**config.mk**
```make
export PLATFORM = sky130hd
export DESIGN_NAME = i2c_slave_mem
export DESIGN_NICKNAME = d
export VERILOG_FILES = /design/src/rtl/i2c_slave_mem.sv
export SDC_FILE = /design/constraint.sdc
export NUM_CORES = 1
export LEC_CHECK = 0
export ABC_CLOCK_PERIOD_IN_PS = 7650
export CAP_MARGIN = 15
export CORE_UTILIZATION = 45
export DETAILED_ROUTE_END_ITERATION = 8
export DONT_BUFFER_PORTS = 1
export SETUP_SLACK_MARGIN = 0.3
export SKIP_CTS_REPAIR_TIMING = 1
export SLEW_MARGIN = 20
export SYNTH_ARGS = -nofsm -noshare
export SYNTH_HDL_FRONTEND = slang
export SYNTH_SLANG_ARGS = --single-unit
```
**constraint.sdc**
```tcl
create_clock -name clk -period 7.65 [get_ports clk]
set_input_delay 0.765 -clock clk [delete_from_list [all_inputs] [get_ports clk]]
set_output_delay 0.765 -clock clk [all_outputs]
set_load 0.03 [all_outputs]
```
**src/rtl/i2c_slave_mem.sv**
```systemverilog
// rtl/i2c_slave_mem.sv - I2C target exposing an EEPROM-style byte memory
// SCL/SDA are oversampled on clk; SDA is driven open-drain through sda_t.
module i2c_slave_mem #(
  parameter logic [6:0] DEV_ADDR  = 7'h50,
  parameter int         MEM_DEPTH = 16,
  parameter int         PTR_W     = 4
) (
  input  logic             clk,
  input  logic             rst,
  input  logic             scl_i,
  input  logic             sda_i,
  output logic             sda_o,
  output logic             sda_t,
  input  logic [PTR_W-1:0] host_addr,
  output logic [7:0]       host_rdata,
  output logic             wr_stb,
  output logic [PTR_W-1:0] wr_addr,
  output logic [7:0]       wr_data,
  output logic             busy
);

  typedef enum logic [3:0] {
    IDLE, DEV_ADDR_S, DEV_ACK, WORD_ADDR, WORD_ACK, WR_DATA, WR_ACK, RD_DATA, RD_ACK
  } state_t;

  state_t             state_q;
  logic [2:0]         scl_q;
  logic [2:0]         sda_q;
  logic [3:0]         bit_cnt_q;
  logic [7:0]         shift_q;
  logic [PTR_W-1:0]   ptr_q;
  logic               rw_q;
  logic               sda_t_q;
  logic               wr_stb_q;
  logic [PTR_W-1:0]   wr_addr_q;
  logic [7:0]         wr_data_q;
  logic [7:0]         mem_q [MEM_DEPTH];

  logic               scl_s;
  logic               sda_s;
  logic               scl_rise;
  logic               scl_fall;
  logic               start_det;
  logic               stop_det;
  logic               byte_done;
  logic [PTR_W-1:0]   ptr_inc;

  assign scl_s    = scl_q[1];
  assign sda_s    = sda_q[1];
  assign scl_rise = scl_q[1] & ~scl_q[2];
  assign scl_fall = ~scl_q[1] & scl_q[2];
  // SCL must be stable high across the SDA edge; a coincident SCL edge is plain data.
  assign start_det = ~sda_q[1] & sda_q[2] & scl_q[1] & scl_q[2];
  assign stop_det  = sda_q[1] & ~sda_q[2] & scl_q[1] & scl_q[2];
  assign byte_done = scl_fall && (bit_cnt_q == 4'd8);
  assign ptr_inc   = (ptr_q == PTR_W'(MEM_DEPTH - 1)) ? '0 : ptr_q + 1'b1;

  always_ff @(posedge clk) begin
    if (rst) begin
      scl_q     <= 3'b111;
      sda_q     <= 3'b111;
      state_q   <= IDLE;
      bit_cnt_q <= '0;
      shift_q   <= '0;
      ptr_q     <= '0;
      rw_q      <= 1'b0;
      sda_t_q   <= 1'b1;
      wr_stb_q  <= 1'b0;
      wr_addr_q <= '0;
      wr_data_q <= '0;
      for (int i = 0; i < MEM_DEPTH; i++) mem_q[i] <= 8'h00;
    end else begin
      scl_q    <= {scl_q[1:0], scl_i};
      sda_q    <= {sda_q[1:0], sda_i};
      wr_stb_q <= 1'b0;
      if (start_det) begin
        state_q   <= DEV_ADDR_S;
        bit_cnt_q <= '0;
        sda_t_q   <= 1'b1;
      end else if (stop_det) begin
        state_q <= IDLE;
        sda_t_q <= 1'b1;
      end else begin
        case (state_q)
          DEV_ADDR_S, WORD_ADDR, WR_DATA: begin
            if (scl_rise) begin
              shift_q   <= {shift_q[6:0], sda_s};
              bit_cnt_q <= bit_cnt_q + 4'd1;
            end else if (byte_done) begin
              if (state_q == DEV_ADDR_S) begin
                if (shift_q[7:1] == DEV_ADDR) begin
                  rw_q    <= shift_q[0];
                  sda_t_q <= 1'b0;
                  state_q <= DEV_ACK;
                end else begin
                  state_q <= IDLE;
                end
              end else if (state_q == WORD_ADDR) begin
                ptr_q   <= shift_q[PTR_W-1:0];
                sda_t_q <= 1'b0;
                state_q <= WORD_ACK;
              end else begin
                mem_q[ptr_q] <= shift_q;
                wr_stb_q     <= 1'b1;
                wr_addr_q    <= ptr_q;
                wr_data_q    <= shift_q;
                ptr_q        <= ptr_inc;
                sda_t_q      <= 1'b0;
                state_q      <= WR_ACK;
              end
            end
          end
          DEV_ACK: begin
            if (scl_fall) begin
              bit_cnt_q <= '0;
              if (rw_q) begin
                shift_q <= mem_q[ptr_q];
                sda_t_q <= mem_q[ptr_q][7];
                state_q <= RD_DATA;
              end else begin
                sda_t_q <= 1'b1;
                state_q <= WORD_ADDR;
              end
            end
          end
          WORD_ACK, WR_ACK: begin
            if (scl_fall) begin
              bit_cnt_q <= '0;
              sda_t_q   <= 1'b1;
              state_q   <= WR_DATA;
            end
          end
          RD_DATA: begin
            if (scl_rise) begin
              bit_cnt_q <= bit_cnt_q + 4'd1;
            end else if (byte_done) begin
              sda_t_q <= 1'b1;
              ptr_q   <= ptr_inc;
              state_q <= RD_ACK;
            end else if (scl_fall) begin
              shift_q <= {shift_q[6:0], 1'b0};
              sda_t_q <= shift_q[6];
            end
          end
          RD_ACK: begin
            // NACK ends the read at once; an ACK hands the bus back on the next low phase.
            if (scl_rise && sda_s) begin
              state_q <= IDLE;
            end else if (scl_fall) begin
              bit_cnt_q <= '0;
              shift_q   <= mem_q[ptr_q];
              sda_t_q   <= mem_q[ptr_q][7];
              state_q   <= RD_DATA;
            end
          end
          default: begin
            if (scl_s && !scl_s) state_q <= IDLE;
          end
        endcase
      end
    end
  end

  assign sda_o      = 1'b0;
  assign sda_t      = sda_t_q;
  assign wr_stb     = wr_stb_q;
  assign wr_addr    = wr_addr_q;
  assign wr_data    = wr_data_q;
  assign busy       = (state_q != IDLE);
  assign host_rdata = mem_q[host_addr];

endmodule

```
Yosys cells after proc, flatten, opt, wreduce, memory -nomap -nowiden
Memories as Yosys holds them, arrays and structs flattened. A register that Yosys moved wholly into a read port is not among the register bits.
Index checks and enable logic that the tools add are counted.

word-level totals
  register bits = 41
  RAM bits = 128
  input port bits = 8
  output and inout port bits = 24
  word-level logic and storage cells = 155
  memories = 1

operators by class
  add/subtract/negate cells = 2
  equal/unequal tests = 35
  multiplexer cells = 65
  bitwise logic cells = 17
  reduce and logical (&&, ||, !) cells = 23

memory list
  memory  depth  width  rd ports  clocked after memory_dff  wr ports  RTL line  source
  mem_q   16     8      2         1                         16        37        logic [7:0] mem_q [MEM_DEPTH];

operators with widths
  cell                                                 count
  two-way mux 4 bit                                    22
  two-way mux 8 bit                                    9
  one-hot mux 8 bit (4 select lines)                   1
  two-way mux 1 bit                                    26
  != test 2 bit, second input constant                 13
  != test 4 bit, second input constant                 6
  AND reduction 8 bit                                  3
  one-hot mux 4 bit (5 select lines)                   1
  equality test 4 x 3 -> 1 bit, second input constant  4
  AND reduction 7 bit                                  2
  equality test 4 bit, second input constant           3
  one-hot mux 4 bit (3 select lines)                   1
  AND reduction 11 bit                                 1
  AND reduction 10 bit                                 1
  != test 3 bit, second input constant                 3
  inverter 1 bit                                       9
  OR reduction 3 bit                                   3
  adder 4 x 1 -> 4 bit, second input constant          2
  bitwise AND 1 bit                                    8
  equality test 4 x 2 -> 1 bit, second input constant  2
  one-hot mux 4 bit (2 select lines)                   1
  nonzero test 4 bit                                   2
  OR reduction 8 bit                                   1
  equality test 7 bit, second input constant           1
  14 further kinds                                     17

Longest topological paths before layout
  depth in word-level cells = 12
  depth in mapped cells = 8
  depth with buffers taken out = 8

Worst setup path after synthesis
OpenSTA, ideal clock, no wires.

  path kind = input-to-output
  from = input port host_addr[0]
  to = output port host_rdata[0]
  arrival time = 2.383 ns
  required time = 6.885 ns
  setup slack = 4.502 ns
  stages = 4
  path buffers = 2
  cells stage by stage = clkbuf_1 buf_2 mux4_2 mux4_2

on the way
  longest elaborated chain between the ends = 1

ends and longest elaborated chain
  what                      RTL line  source
  start, declared           14        input logic [PTR_W-1:0] host_addr,
  memory read (16 x 8 bit)  --
  end, declared             15        output logic [7:0] host_rdata,

No other way between the ends.

==> results by group <==
Worst hold path
  – Hold Path Stages: 1
  – Tightest Hold Check Type: primary input to flop
  – Hold Path End: wr_addr[0]
  – Hold Path Origin: rst

Power and ir drop
  – Psw: 0.719 mW
  – Portion of total power attributed to combinational logic: 15.3%
  – Power Internal: 1.72 mW
  – Sequential power share: 46.9%
  – Total Power Consumption: 2.44 mW
  – Power share of the clock group: 37.8%
  – Leakage dissipation: 3.29 nW
  – Switching Share: 29.5%
  – Power Density: 242 mW/mm^2
  – Worst VDD drop: 0.136 mV

Drt
  – Wire length on met3: 2.18 mm
  – Total vias in the final route: 5,955
  – Detailed-route wire length on metal 1: 10.2 mm
  – Uppermost layer routed: met4
  – Final routed wirelength across all metal layers: 25.7 mm
  – Post-route ant nets: 0
  – Initial drt markers: 581
  – Average vias per placed instance: 6.24
  – Per-cell routed wire length: 27.0 um
  – Pre-antenna DRT Iters: 5
  – DR DRC count: 0
  – Length of routed met2 wiring: 12.4 mm

Logic synthesis
  – Share of Yosys cell area claimed by the top area cell type: 41.1%
  – Number of standard cells after synthesis: 700
  – Synth top cells by count: sky130_fd_sc_hd__and2_1 (131), sky130_fd_sc_hd__edfxtp_1 (128), sky130_fd_sc_hd__mux4_2 (57)
  – Syn Nets: 714
  – Number of enable-type register cells in the synthesized netlist: 128
  – Flip-flop and latch count after synthesis: 173
  – Flip-flop cell with the highest count after synthesis: sky130_fd_sc_hd__edfxtp_1
  – Combined area of all synthesized cells: 0.00935 mm^2
  – Post-synthesis cell type with the largest combined area: sky130_fd_sc_hd__edfxtp_1
  – Leading cell type by number of instances after synthesis: sky130_fd_sc_hd__and2_1
  – Area contributors post-synth: sky130_fd_sc_hd__edfxtp_1 (41%), sky130_fd_sc_hd__mux4_2 (14%), sky130_fd_sc_hd__dfxtp_1 (9.6%)
  – Synth Area per Inst: 13.4 um^2
  – Ys async rst share: 0%
  – Unique cell type count in the Yosys netlist: 64
  – Post-synthesis sequential area ratio: 50.8%
  – Yosys warnings: 0

Global route
  – Number of global-route vias before repair: 5,789
  – Number of antenna violations at the first check in global routing: 1
  – Wire length of the first global-routing pass: 38.0 mm
  – Largest net degree at the start of global routing: 40
  – GRT Resource Usage Total: 25.0%
  – Total gr overflow: 0

CTS
  – Clock tree from TritonCTS: yes
  – # clock sinks: 173
  – Source-to-sink clock delay at the later pin of the worst-skew pair: 0.45 ns
  – Root buffer cell: sky130_fd_sc_hd__clkbuf_16
  – CTS Buf Count: 17
  – Max H-tree Level: 4
  – Clock Pin Slew Worst Setup and Hold Paths: 0.08 ns
  – Maximum root-to-sink buffer count: 2

Floorplanning
  – Effective utilization at floorplan: 46.0%
  – Std-Cell Core Area: 0.0203 mm^2
  – Count of standard-cell rows: 52
  – Horiz. Die Dim: 146 um
  – Die H: 146 um
  – Count of pins on the block boundary: 32
  – DIE AREA: 0.0213 mm^2

Final layout
  – Area of all placed cells without fillers: 0.0101 mm^2
  – Syn-to-layout area delta: 7.79%
  – Count of inserted antenna diode cells: 0
  – Fraction of final layout cells sized beyond drive strength 1: 20.5%
  – Number of nets in the final layout: 685

STA
  – Worst Hold Margin: 0.389 ns
  – Final number of max-transition violations: 0
  – Transition at the pin with the smallest max-transition slack: 1.12 ns
  – Worst setup skew after layout: 0.0200 ns
  – Smallest setup slack after layout: 4.39 ns
  – Final period utilization: 42.6%
  – Endpoints failing setup: 0
  – Maximum operating frequency: 0.307 GHz
  – Remaining max-slew budget at the tightest pin: 25.0%
  – Final Hold Violating Endpoints: 0
  – Total Neg Setup Slack: 0 ns
  – Unrepaired setup endpoints after global routing: false
  – Minimum clock period: 3.26 ns

Worst setup path
  – Reg-to-reg startpoint: state_q[0]
  – Critical Path Start Type: flop
  – Endpoint class of the critical path: flop
  – CP max FO: 17
  – R2R depth: 6
  – Worst endpoint data arrival time: 3.31 ns
  – Setup slack, reg-to-reg: 4.39 ns
  – Category of the critical setup timing path: flop to flop
  – Required arrival time at the worst endpoint: 7.70 ns
  – Endpoint of the worst register-to-register path: mem_q[10][1]

Placed design
  – Placed wire-length estimate: 18.2 mm
  – Cell area after placement: 0.00945 mm^2
  – Number of input and output port buffers inserted: 0
  – DP Worst Slack: 4.18 ns
  – Routability congestion estimate from global placement: 0.854

Job
  – Maximum Capacitance Violations: 0

Status
  – Outcome: finished, final reports clean
[how the worst max path moves through the flow]
stage	endpoint	slack, ns	from
finish	mem_q[10][1]	4.39	state_q[0]
global route	mem_q[10][1]	4.21	state_q[0]
CTS	mem_q[5][2]	4.41	state_q[0]
detailed placement	mem_q[5][2]	4.18	rst
global placement	mem_q[9][0]	4.34	rst
floorplan	host_rdata[0]	4.50	host_addr[0]
[power groups by stage]
stage | Clock (mW) | Combinational, mW | Sequential, mW
floorplan | 0 | 0.306 | 1.10
global placement | 0 | 0.366 | 1.16
detailed placement | 0 | 0.369 | 1.16
CTS | 0.929 | 0.371 | 1.14
global route | 0.969 | 0.396 | 1.15
finish | 0.922 | 0.373 | 1.14
[area by class of cell]
class / instances / area (um^2)
clock buffers: 18 / 429
multi-input cells: 461 / 4260
fillers: 1780 / 10200
clock inverters: 14 / 200
flip-flops and latches: 173 / 4750
repair buffers: 8 / 60.1
well taps: 270 / 338
inverters: 10 / 37.5
[metrics by stage]
stage / util, % / cells
finish: 49.6 / 954
global route: 49.6 / 954
CTS: 49.6 / 954
detailed placement: 46.5 / 922
global placement: 46.5 / 922
floorplan: - / 700
[cell families (layout without fill, tap and decap cells)]
logic type	count (synthesis)	count (layout)	share of synthesized area, %
muxes	102	102	21.4
other	1	1	0.0401
xor gates and xnor gates	3	3	0.281
buffers and inverters	66	50	3.61
adders and majority gates	6	6	0.803
AOI/OAI and AO/OA	74	74	5.52
DFF	173	173	50.8
and+or+nand+nor	275	275	17.6
[state kept, by name, indices dropped and copies added, names as in the netlist, named ones only]
register and cells:
scl_q 3, state_q 4, wr_data 8, bit_cnt_q 4, wr_stb 1, rw_q 1
sda_t 1, ptr_q 4, mem_q 128, wr_addr 4, shift_q 8, sda_q 3
[layer usage]
layer	up-vias	track usage [%]
met5	-	0
met4	0	10.2
met3	54	6.84
met2	296	40.5
met1	3030	31.8
li1	2575	-
[placed cells by master (no fill, tap or decap), types with 4 or more instances in the layout]
| cell type | count |
|---|---|
| sky130_fd_sc_hd__a2111oi_0 | 4 |
| sky130_fd_sc_hd__mux4_1 | 16 |
| sky130_fd_sc_hd__inv_1 | 10 |
| sky130_fd_sc_hd__dfxtp_1 | 44 |
| sky130_fd_sc_hd__o21ai_0 | 22 |
| sky130_fd_sc_hd__nor2_1 | 44 |
| sky130_fd_sc_hd__and2_1 | 131 |
| sky130_fd_sc_hd__nand2b_1 | 4 |
| sky130_fd_sc_hd__nor2_2 | 11 |
| sky130_fd_sc_hd__edfxtp_1 | 128 |
| sky130_fd_sc_hd__mux2i_1 | 28 |
| sky130_fd_sc_hd__or2_2 | 11 |
| sky130_fd_sc_hd__buf_4 | 8 |
| sky130_fd_sc_hd__nor3_1 | 17 |
| sky130_fd_sc_hd__clkbuf_16 | 17 |
| sky130_fd_sc_hd__inv_6 | 5 |
| sky130_fd_sc_hd__o21ai_1 | 6 |
| sky130_fd_sc_hd__nand2_1 | 14 |
| sky130_fd_sc_hd__a31oi_1 | 4 |
| sky130_fd_sc_hd__ha_1 | 6 |
| sky130_fd_sc_hd__nand4_1 | 4 |
| sky130_fd_sc_hd__nand3_1 | 8 |
| sky130_fd_sc_hd__a21oi_1 | 15 |
| sky130_fd_sc_hd__mux4_2 | 57 |
[worst max-delay path, cell delays in order (launching register included)]
cell and delay [ns]:
sky130_fd_sc_hd__dfxtp_1 0.71, sky130_fd_sc_hd__nand2_1 0.25, sky130_fd_sc_hd__nor4b_4 0.25, sky130_fd_sc_hd__buf_4 0.28, sky130_fd_sc_hd__and2b_4 0.28, sky130_fd_sc_hd__nand2_2 0.19, sky130_fd_sc_hd__o21ai_0 0.90
No activity file was read; power rests on OpenSTA's default activity.
